==> config.mk <==
export PLATFORM = sky130hd
export DESIGN_NAME = mips_multicycle_control
export DESIGN_NICKNAME = d
export VERILOG_FILES = /design/src/rtl/mips_pkg.sv /design/src/rtl/mips_multicycle_control_alu_decoder.sv /design/src/rtl/mips_multicycle_control.sv
export SDC_FILE = /design/constraint.sdc
export NUM_CORES = 1
export LEC_CHECK = 0
export CORE_ASPECT_RATIO = 1.25
export CORE_MARGIN = 3
export CORE_UTILIZATION = 46
export DETAILED_ROUTE_END_ITERATION = 12
export HOLD_SLACK_MARGIN = 0.02
export PLACE_DENSITY = 0.81
export SKIP_CTS_REPAIR_TIMING = 1
export SLEW_MARGIN = 5
export SYNTH_ARGS = -nofsm -noshare
export SYNTH_HDL_FRONTEND = slang
export SYNTH_SLANG_ARGS = --single-unit
==> constraint.sdc <==
create_clock -name clk -period 2.53 [get_ports clk]
set_input_delay 0.506 -clock clk [delete_from_list [all_inputs] [get_ports clk]]
set_output_delay 0.506 -clock clk [all_outputs]
set_load 0.05 [all_outputs]
==> src/rtl/mips_pkg.sv <==
// Shared encodings for the multicycle MIPS controller, ALU and datapath:
// ALU control codes, opcode/funct constants, FSM state encoding and control bundle.
package mips_pkg;

    localparam logic [3:0] ALU_AND = 4'b0000;
    localparam logic [3:0] ALU_OR  = 4'b0001;
    localparam logic [3:0] ALU_ADD = 4'b0010;
    localparam logic [3:0] ALU_SLL = 4'b0011;
    localparam logic [3:0] ALU_SUB = 4'b0110;
    localparam logic [3:0] ALU_SLT = 4'b0111;
    localparam logic [3:0] ALU_NOR = 4'b1100;

    localparam logic [5:0] OP_RTYPE = 6'h00;
    localparam logic [5:0] OP_J     = 6'h02;
    localparam logic [5:0] OP_BEQ   = 6'h04;
    localparam logic [5:0] OP_ADDI  = 6'h08;
    localparam logic [5:0] OP_LW    = 6'h23;
    localparam logic [5:0] OP_SW    = 6'h2B;

    localparam logic [5:0] FN_SLL = 6'h00;
    localparam logic [5:0] FN_ADD = 6'h20;
    localparam logic [5:0] FN_SUB = 6'h22;
    localparam logic [5:0] FN_AND = 6'h24;
    localparam logic [5:0] FN_OR  = 6'h25;
    localparam logic [5:0] FN_NOR = 6'h27;
    localparam logic [5:0] FN_SLT = 6'h2A;

    // ALU B operand select: register, constant 4, sign-extended imm, imm << 2
    localparam logic [1:0] SRCB_REG   = 2'b00;
    localparam logic [1:0] SRCB_FOUR  = 2'b01;
    localparam logic [1:0] SRCB_IMM   = 2'b10;
    localparam logic [1:0] SRCB_SHIMM = 2'b11;

    localparam logic [1:0] PCSRC_ALU    = 2'b00;
    localparam logic [1:0] PCSRC_ALUOUT = 2'b01;
    localparam logic [1:0] PCSRC_JUMP   = 2'b10;

    typedef enum logic [3:0] {
        S_FETCH  = 4'd0,
        S_DECODE = 4'd1,
        S_MEMADR = 4'd2,
        S_MEMRD  = 4'd3,
        S_MEMWB  = 4'd4,
        S_MEMWR  = 4'd5,
        S_EXEC   = 4'd6,
        S_ALUWB  = 4'd7,
        S_BRANCH = 4'd8,
        S_JUMP   = 4'd9,
        S_ADDIEX = 4'd10,
        S_ADDIWB = 4'd11
    } state_e;

    typedef struct packed {
        logic       pc_write;
        logic       i_or_d;
        logic       mem_read;
        logic       mem_write;
        logic       ir_write;
        logic       mem_to_reg;
        logic       reg_dst;
        logic       reg_write;
        logic       alu_src_a;
        logic [1:0] alu_src_b;
        logic [1:0] pc_source;
        logic [3:0] alu_control;
    } ctrl_t;

    localparam ctrl_t CTRL_IDLE = '{
        pc_write:    1'b0,
        i_or_d:      1'b0,
        mem_read:    1'b0,
        mem_write:   1'b0,
        ir_write:    1'b0,
        mem_to_reg:  1'b0,
        reg_dst:     1'b0,
        reg_write:   1'b0,
        alu_src_a:   1'b0,
        alu_src_b:   SRCB_REG,
        pc_source:   PCSRC_ALU,
        alu_control: ALU_ADD
    };

    function automatic logic opcode_supported(input logic [5:0] op);
        return (op == OP_RTYPE) || (op == OP_J) || (op == OP_BEQ) ||
               (op == OP_ADDI) || (op == OP_LW) || (op == OP_SW);
    endfunction

endpackage

==> src/rtl/mips_multicycle_control_alu_decoder.sv <==
// R-type funct to ALU control mapping; unknown functs fall back to ADD and
// are flagged through funct_valid_o so the controller can trap them in DECODE.
module alu_decoder
    import mips_pkg::*;
(
    input  logic [5:0] funct_i,
    output logic [3:0] alu_control_o,
    output logic       funct_valid_o
);

    always_comb begin
        alu_control_o = ALU_ADD;
        funct_valid_o = 1'b1;
        case (funct_i)
            FN_SLL:  alu_control_o = ALU_SLL;
            FN_ADD:  alu_control_o = ALU_ADD;
            FN_SUB:  alu_control_o = ALU_SUB;
            FN_AND:  alu_control_o = ALU_AND;
            FN_OR:   alu_control_o = ALU_OR;
            FN_NOR:  alu_control_o = ALU_NOR;
            FN_SLT:  alu_control_o = ALU_SLT;
            default: funct_valid_o = 1'b0;
        endcase
    end

endmodule

==> src/rtl/mips_multicycle_control.sv <==
// Multicycle MIPS main controller: Moore-decoded control FSM plus a
// retired-instruction counter.
//
// state  | meaning
// FETCH  | read instruction, PC <= PC + 4
// DECODE | register read, branch target into ALUOut, illegal trap
// MEMADR | lw/sw effective address
// MEMRD  | data memory read
// MEMWB  | load result to rt (final)
// MEMWR  | data memory write (final)
// EXEC   | R-type ALU operation
// ALUWB  | R-type result to rd (final)
// BRANCH | beq compare, PC <= target when zero (final)
// JUMP   | PC <= jump target (final)
// ADDIEX | addi ALU operation
// ADDIWB | addi result to rt (final)
module mips_multicycle_control
    import mips_pkg::*;
(
    input  logic        clk,
    input  logic        reset,
    input  logic [5:0]  opcode,
    input  logic [5:0]  funct,
    input  logic        zero,
    output logic        pc_write,
    output logic        i_or_d,
    output logic        mem_read,
    output logic        mem_write,
    output logic        ir_write,
    output logic        mem_to_reg,
    output logic        reg_dst,
    output logic        reg_write,
    output logic        alu_src_a,
    output logic [1:0]  alu_src_b,
    output logic [1:0]  pc_source,
    output logic [3:0]  alu_control,
    output logic        illegal,
    output logic        instr_done,
    output logic [31:0] instr_count,
    output logic [3:0]  state
);

    state_e      state_q, state_d;
    logic [31:0] instr_count_q, instr_count_d;
    ctrl_t       ctrl;
    logic        illegal_c;
    logic        done_c;
    logic [3:0]  funct_alu;
    logic        funct_valid;

    alu_decoder u_alu_decoder (
        .funct_i       (funct),
        .alu_control_o (funct_alu),
        .funct_valid_o (funct_valid)
    );

    always_ff @(posedge clk) begin
        if (reset) begin
            state_q       <= S_FETCH;
            instr_count_q <= 32'd0;
        end else begin
            state_q       <= state_d;
            instr_count_q <= instr_count_d;
        end
    end

    always_comb begin
        state_d   = S_FETCH;
        ctrl      = CTRL_IDLE;
        illegal_c = 1'b0;
        done_c    = 1'b0;
        case (state_q)
            S_FETCH: begin
                ctrl.mem_read  = 1'b1;
                ctrl.ir_write  = 1'b1;
                ctrl.alu_src_b = SRCB_FOUR;
                ctrl.pc_write  = 1'b1;
                state_d        = S_DECODE;
            end
            S_DECODE: begin
                ctrl.alu_src_b = SRCB_SHIMM;
                case (opcode)
                    OP_LW, OP_SW: state_d = S_MEMADR;
                    OP_BEQ:       state_d = S_BRANCH;
                    OP_J:         state_d = S_JUMP;
                    OP_ADDI:      state_d = S_ADDIEX;
                    OP_RTYPE:     state_d = funct_valid ? S_EXEC : S_FETCH;
                    default:      state_d = S_FETCH;
                endcase
                illegal_c = !opcode_supported(opcode) ||
                            ((opcode == OP_RTYPE) && !funct_valid);
            end
            S_MEMADR: begin
                ctrl.alu_src_a = 1'b1;
                ctrl.alu_src_b = SRCB_IMM;
                state_d        = (opcode == OP_SW) ? S_MEMWR : S_MEMRD;
            end
            S_MEMRD: begin
                ctrl.mem_read = 1'b1;
                ctrl.i_or_d   = 1'b1;
                state_d       = S_MEMWB;
            end
            S_MEMWB: begin
                ctrl.reg_write  = 1'b1;
                ctrl.mem_to_reg = 1'b1;
                done_c          = 1'b1;
            end
            S_MEMWR: begin
                ctrl.mem_write = 1'b1;
                ctrl.i_or_d    = 1'b1;
                done_c         = 1'b1;
            end
            S_EXEC: begin
                ctrl.alu_src_a   = 1'b1;
                ctrl.alu_src_b   = SRCB_REG;
                ctrl.alu_control = funct_alu;
                state_d          = S_ALUWB;
            end
            S_ALUWB: begin
                ctrl.reg_write = 1'b1;
                ctrl.reg_dst   = 1'b1;
                done_c         = 1'b1;
            end
            S_BRANCH: begin
                // the one Mealy output: the taken decision comes straight from the ALU
                ctrl.alu_src_a   = 1'b1;
                ctrl.alu_src_b   = SRCB_REG;
                ctrl.alu_control = ALU_SUB;
                ctrl.pc_source   = PCSRC_ALUOUT;
                ctrl.pc_write    = zero;
                done_c           = 1'b1;
            end
            S_JUMP: begin
                ctrl.pc_source = PCSRC_JUMP;
                ctrl.pc_write  = 1'b1;
                done_c         = 1'b1;
            end
            S_ADDIEX: begin
                ctrl.alu_src_a = 1'b1;
                ctrl.alu_src_b = SRCB_IMM;
                state_d        = S_ADDIWB;
            end
            S_ADDIWB: begin
                ctrl.reg_write = 1'b1;
                done_c         = 1'b1;
            end
            default: state_d = S_FETCH;
        endcase
    end

    always_comb begin
        instr_count_d = instr_count_q;
        if (done_c) begin
            instr_count_d = instr_count_q + 32'd1;
        end
    end

    // Reset overrides every strobe so nothing is written while the core is held.
    assign pc_write    = ctrl.pc_write   & ~reset;
    assign i_or_d      = ctrl.i_or_d     & ~reset;
    assign mem_read    = ctrl.mem_read   & ~reset;
    assign mem_write   = ctrl.mem_write  & ~reset;
    assign ir_write    = ctrl.ir_write   & ~reset;
    assign mem_to_reg  = ctrl.mem_to_reg & ~reset;
    assign reg_dst     = ctrl.reg_dst    & ~reset;
    assign reg_write   = ctrl.reg_write  & ~reset;
    assign alu_src_a   = ctrl.alu_src_a  & ~reset;
    assign alu_src_b   = reset ? SRCB_REG  : ctrl.alu_src_b;
    assign pc_source   = reset ? PCSRC_ALU : ctrl.pc_source;
    assign alu_control = reset ? ALU_ADD   : ctrl.alu_control;
    assign illegal     = illegal_c & ~reset;
    assign instr_done  = done_c & ~reset;
    assign instr_count = instr_count_q;
    assign state       = state_q;

endmodule

==> reports/metrics.cfg, run 1 <==
[placed_design]
dp_cells = 414
place_ws_ps = -292
io_buffers = 69
placed_area_sq_um = 3270
gp_congestion = 0.833
dp_hpwl_mm = 4.85

[floorplanning]
initial_core_util_pct = 49.1
core_sq_um = 4200
rows = 26
die_area_sq_um = 5320
die_y_um = 80.8
die_w_um = 65.9
pin_count = 70

[synth]
syn_nets = 281
synth_ff_type = dfxtp_1
syn_inst = 265
synth_edf_count = 0
synthArstFlopShare_pct = 0
synthesis.area_sq_um = 2060
ys_types = 41
yosysWarnings = 0
ys_seq_area_share_pct = 35.0
synth.avg_cell_area_sq_um = 7.78
synth_seq_cells = 36

[cts]
cts_buffers = 5
clk_transition_reported_paths_ps = 70
cts_tree = built
clock_path_buffers = 2
root_buffer = clkbuf_8
clock_sinks = 36
h-tree-depth = 2
clock_latency_ps = 290

[timing]
setup_ws_ps = -6.37
timing.slew.headroom_pct = 38.5
finalCritPeriodShare_pct = 100
finalSetupViolations = 1
period_needed_ps = 2540
max_slew.worst_pin.slew_ps = 914
rsz0062_at_grt = true
hold_viol_final = 0
fmax_mhz = 394
clock_skew_ps = 6.76
slew_violations = 0

[pwr]
power_w = 0.00114
peakVddDrop_mv = 0.213
swShare_pct = 26.2
seq_power_share_pct = 49.9
power.density_nw_per_um2 = 337
combPwrFrac_pct = 16.4
intPower_w = 0.000844
clkPwrFrac_pct = 33.7
power.switching_w = 0.000300
power.leakage_nw = 1.30

[run_status]
status = finished, violations left
violations = setup timing

[setup_path]
endpoint_kind = primary output
worst_setup_path_start_kind = primary input
crit_required_ps = 2020
worstSetupPathType = in -> out
critical_path.max_fanout = 5
arrival_ps = 2030

[routing]
route.vias.total = 2402
wl_mm = 6.59
drt_iter0_drc = 227
via_per_inst = 5.71
drtAntennaViolNets = 0
detail_route.wl_per_cell_um = 15.7
drt_first_pass_iters = 4
drc_errors = 0

[global_route]
grt_pass1_wl_mm = 11.2
antenna_found_initial = 0
grt_max_degree = 24
track_usage_pct = 26.8
grt_pass1_vias = 2456
overflow = 0

[finish]
layout-drive-gt1-share_pct = 21.1
design_area_sq_um = 3390
final_nets = 381
area_growth_pct = 64.6
finalNonFillerCells = 421
antenna_cells = 0
seq_area_sq_um = 722
fillers = 269
multiInputGateArea_sq_um = 1350

[run]
maxCapViolCount = 0

[hold_path]
min_path_type = reg -> reg

==> critical path, cell delays in order <==
cell	delay (ps)
dlymetal6s2s_1	140
buf_6	130
nor2b_1	140
nand3_1	120
a311oi_2	120
or4_1	500
a41oi_2	200
buf_12	170
==> final timing paths <==
kind,start,to,slack (ps),cells past startpoint
setup / recovery,funct[2],illegal,-6,8
hold / removal,instr_count[31],instr_count[31],490,2
setup reg to reg,state[2],instr_count[8],340,5
hold reg to reg,instr_count[31],instr_count[31],490,2
==> state kept, by name (all words and copies together), names as in the netlist <==
| name | cells |
|---|---|
| instr_count | 32 |
| state | 4 |
==> synth_stat cells, types with 2 or more instances <==
| cell | number | area (sq um) |
|---|---|---|
| o32ai_1 | 2 | 17.5 |
| dfxtp_1 | 36 | 721 |
| or4_1 | 2 | 15.0 |
| nor2_1 | 42 | 158 |
| nand4_1 | 13 | 81.3 |
| nand2b_1 | 2 | 12.5 |
| nor2b_1 | 5 | 31.3 |
| nand3_1 | 20 | 100 |
| and3_1 | 7 | 43.8 |
| a41oi_1 | 2 | 17.5 |
| nand2_1 | 24 | 90.1 |
| and4_1 | 4 | 35.0 |
| nor3_1 | 12 | 60.1 |
| xnor2_1 | 5 | 43.8 |
| buf_2 | 2 | 10.0 |
| nand4b_1 | 2 | 17.5 |
| and2_1 | 3 | 18.8 |
| xor2_1 | 27 | 236 |
| a21oi_1 | 9 | 45.0 |
| nand3b_1 | 3 | 22.5 |
| or3_1 | 4 | 25.0 |
| nor4b_1 | 2 | 17.5 |
| nor4_1 | 4 | 25.0 |
| o21ai_0 | 6 | 30.0 |
| clkbuf_1 | 10 | 37.5 |
| o2111ai_1 | 2 | 17.5 |
==> power by group through the flow <==
stage | Combinational [W] | Clock [W] | Sequential (W)
2_1_floorplan | 0.0000755 | 0 | 0.000589
3_3_place_gp | 0.000180 | 0 | 0.000583
3_5_place_dp | 0.000183 | 0 | 0.000584
4_1_cts | 0.000183 | 0.000388 | 0.000571
5_1_grt | 0.000200 | 0.000411 | 0.000571
6_report | 0.000188 | 0.000385 | 0.000571
==> placed cells by master (no fill, tap or decap), drive strengths merged, types with 5 or more instances in the layout <==
| cell type | netlist | layout |
|---|---|---|
| buf | 3 | 56 |
| xnor2 | 5 | 5 |
| nor2b | 5 | 5 |
| nor3 | 14 | 14 |
| dlymetal6s2s | 0 | 6 |
| and3 | 7 | 7 |
| nand4 | 13 | 13 |
| dfxtp | 36 | 36 |
| nor4 | 5 | 5 |
| a21oi | 9 | 9 |
| xor2 | 27 | 27 |
| nand2 | 24 | 24 |
| o21ai | 6 | 6 |
| nand3 | 20 | 20 |
| clkdlybuf4s50 | 0 | 44 |
| nor2 | 42 | 42 |
| clkbuf | 10 | 6 |
==> layer usage <==
layer	vias up	global-route usage (%)	share of wire, %
met5	-	0	0
met4	0	13.9	3.6
met3	25	8.30	7.2
met2	102	48.4	52
met1	1124	27.4	37
li1	1151	-	-
==> kinds of logic (layout without fill, tap and decap cells) <==
family	Yosys count	in the layout	share of synthesized area, %
adder cells (fa/ha/maj)	1	1	0.607
buffers and inverters	14	114	2.67
AO/OA/AOI/OAI	30	30	9.72
AND/OR/NAND/NOR	152	152	38.4
XOR/XNOR	32	32	13.6
flip-flops	36	36	35.0
==> area by class of cell <==
cell class	instances	share of cell area (%)
Multi-Input combinational cell	215	39.8
Inverter	1	0.111
Clock inverter	1	0.148
Sequential cell	36	21.3
Tap cell	56	2.07
Timing Repair Buffer	106	34.5
Clock buffer	6	2.14
==> stage by stage <==
step / TNS, ps / hold WS (ps) / util, %
3_5_place_dp: -693 / 483 / 78.0
5_1_grt: -85.8 / 525 / 80.8
6_report: -6.37 / 494 / 80.8
3_3_place_gp: -426 / 466 / 78.0
2_1_floorplan: -253 / 690 / -
4_1_cts: -719 / 491 / 79.9
Power figures use the tool's default switching activity.
==> run 2, diff against run 1 <==
--- a/config.mk
+++ b/config.mk
@@ -9,6 +9,7 @@
 export CORE_MARGIN = 3
 export CORE_UTILIZATION = 46
 export DETAILED_ROUTE_END_ITERATION = 12
+export GPL_TIMING_DRIVEN = 0
 export HOLD_SLACK_MARGIN = 0.02
 export PLACE_DENSITY = 0.81
 export SKIP_CTS_REPAIR_TIMING = 1
==> reports/metrics.cfg, run 2 (synthesis results as in run 1) <==
[run_status]
violations = setup timing
status = finished, violations left

[placed_design]
gp_congestion = 0.856
dp_cells = 388
io_buffers = 67
dp_hpwl_mm = 4.06

[finish]
fin_util_pct = 71.7
layout_common_cells = clkdlybuf4s50_1 (43), nor2_1 (41), dfxtp_1 (35)
area_growth_pct = 46.1
largest_reg_flops = 32
final_common_cell = clkdlybuf4s50_1
antenna_cells = 0
layout-drive-gt1-share_pct = 12.6
finalNonFillerCells = 397
final_nets = 356

[setup_path]
reg2reg_depth = 6
arrival_ps = 2110
cp_common_cell = or4_4
worst_setup_path_start_kind = primary input
crit_chain = dlymetal6s2s_1, nor2b_1, or4_4, a311oi_2, or4_4, a41oi_2, buf_6
critical_path.max_fanout = 6
crit_cells = 7
crit_required_ps = 2020
cp_slowest_stage_delay_ps = 430
crit_slowest_cell = or4_4
endpoint_kind = primary output
crit_family = simple AND/OR/NAND/NOR gates
worst-path-buf-inv = 2
worstSetupPathType = in -> out

[timing]
slew_violations = 0
rsz0062_at_grt = true
finalSetupViolations = 1
max_slew.worst_pin.slew_ps = 1040
clock_skew_ps = 4.40
setup_ws_ps = -87.1
period_needed_ps = 2620
hold_viol_final = 0
finalCritPeriodShare_pct = 103
fmax_mhz = 382
timing.slew.headroom_pct = 29.8

[run]
maxCapViolCount = 0

[floorplanning]
initial_core_util_pct = 49.1
die_w_um = 65.9
core_sq_um = 4200
die_area_sq_um = 5320
rows = 26
pin_count = 70
die_y_um = 80.8

[cts]
clock_path_buffers = 2
clock_sinks = 36
cts_tree = built
root_buffer = clkbuf_8
clock_latency_ps = 280
cts_buffers = 5
clk_transition_reported_paths_ps = 70
h-tree-depth = 2

[hold_path]
hold_path_depth = 2
min_path_type = reg -> reg

[routing]
drc_errors = 0
route.vias.total = 2268
wl_mm = 5.58
drtAntennaViolNets = 0
via_per_inst = 5.71
drt_iter0_drc = 207
detail_route.wl_per_cell_um = 14.0
drt_first_pass_iters = 4

[global_route]
grt_pass1_vias = 2064
grt_max_degree = 11
track_usage_pct = 21.8
overflow = 0
grt_pass1_wl_mm = 9.16
antenna_found_initial = 0

[pwr]
power.density_nw_per_um2 = 374
seq_power_share_pct = 50.8
intPower_w = 0.000844
peakVddDrop_mv = 0.234
clkPwrFrac_pct = 36.5
combPwrFrac_pct = 12.7
power.switching_w = 0.000282
power_w = 0.00113
swShare_pct = 25.0
power.leakage_nw = 1.26

run 2: cell types whose count changed in the layout (fill, tap and decap cells not counted), sizes merged:
cell           previous run  this run
dlymetal6s2s              6        17
clkinv                    1         0
clkdlybuf4s50            44        43
buf                      56         5
clkbuf                    6        24
run 2: layer usage:
metal  GRT usage, %  up-vias  share of wire [%]  wire length, um
li1               -     1094                  -                -
met1           24.6     1058                 40             2220
met2           38.5      101                 50             2800
met3           6.78       15                7.6              421
met4           7.47        0                2.5              140
met5              0        -                  0                0
run 2: final timing paths:
check / startpoint / endpoint / slack (ps)
max: funct[2] / illegal / -90
min: instr_count[31] / instr_count[31] / 480
max reg2reg: state[2] / instr_count[14] / 270
min reg2reg: instr_count[31] / instr_count[31] / 480
run 2: per-stage QoR:
| step | worst slack, ps | setup TNS (ps) | cell area [sq um] | hold WS, ps |
|---|---|---|---|---|
| after CTS | -1070 | -6740 | 2940 | 492 |
| after detailed placement | -1050 | -4600 | 2850 | 485 |
| after global routing | -175 | -236 | 3010 | 516 |
| after global placement | -1040 | -4470 | 2850 | 466 |
| final | -87.1 | -87.1 | 3010 | 483 |
| after floorplan | -253 | -253 | 2110 | 690 |
run 2: worst min-delay path, delay by kind of cell, from the launching register on:
family,cells,cell delay (ps)
compound gates,2,130
flops,1,310
run 2: cell type report:
cell class / count / area [sq um]
plain buffers: 13 / 58.8
clock buffers: 8 / 90.1
fillers: 328 / 1190
inverters: 1 / 3.75
multi-input cells: 215 / 1370
flip-flops and latches: 36 / 722
well taps: 56 / 70.1
repair buffers: 68 / 694
run 2: power groups by stage:
stage	logic (W)	clock network, W	registers [W]
6_report	0.000143	0.000411	0.000572
5_1_grt	0.000154	0.000446	0.000572
4_1_cts	0.000136	0.000418	0.000572
3_5_place_dp	0.000136	0	0.000585
3_3_place_gp	0.000135	0	0.000585
2_1_floorplan	0.0000755	0	0.000589
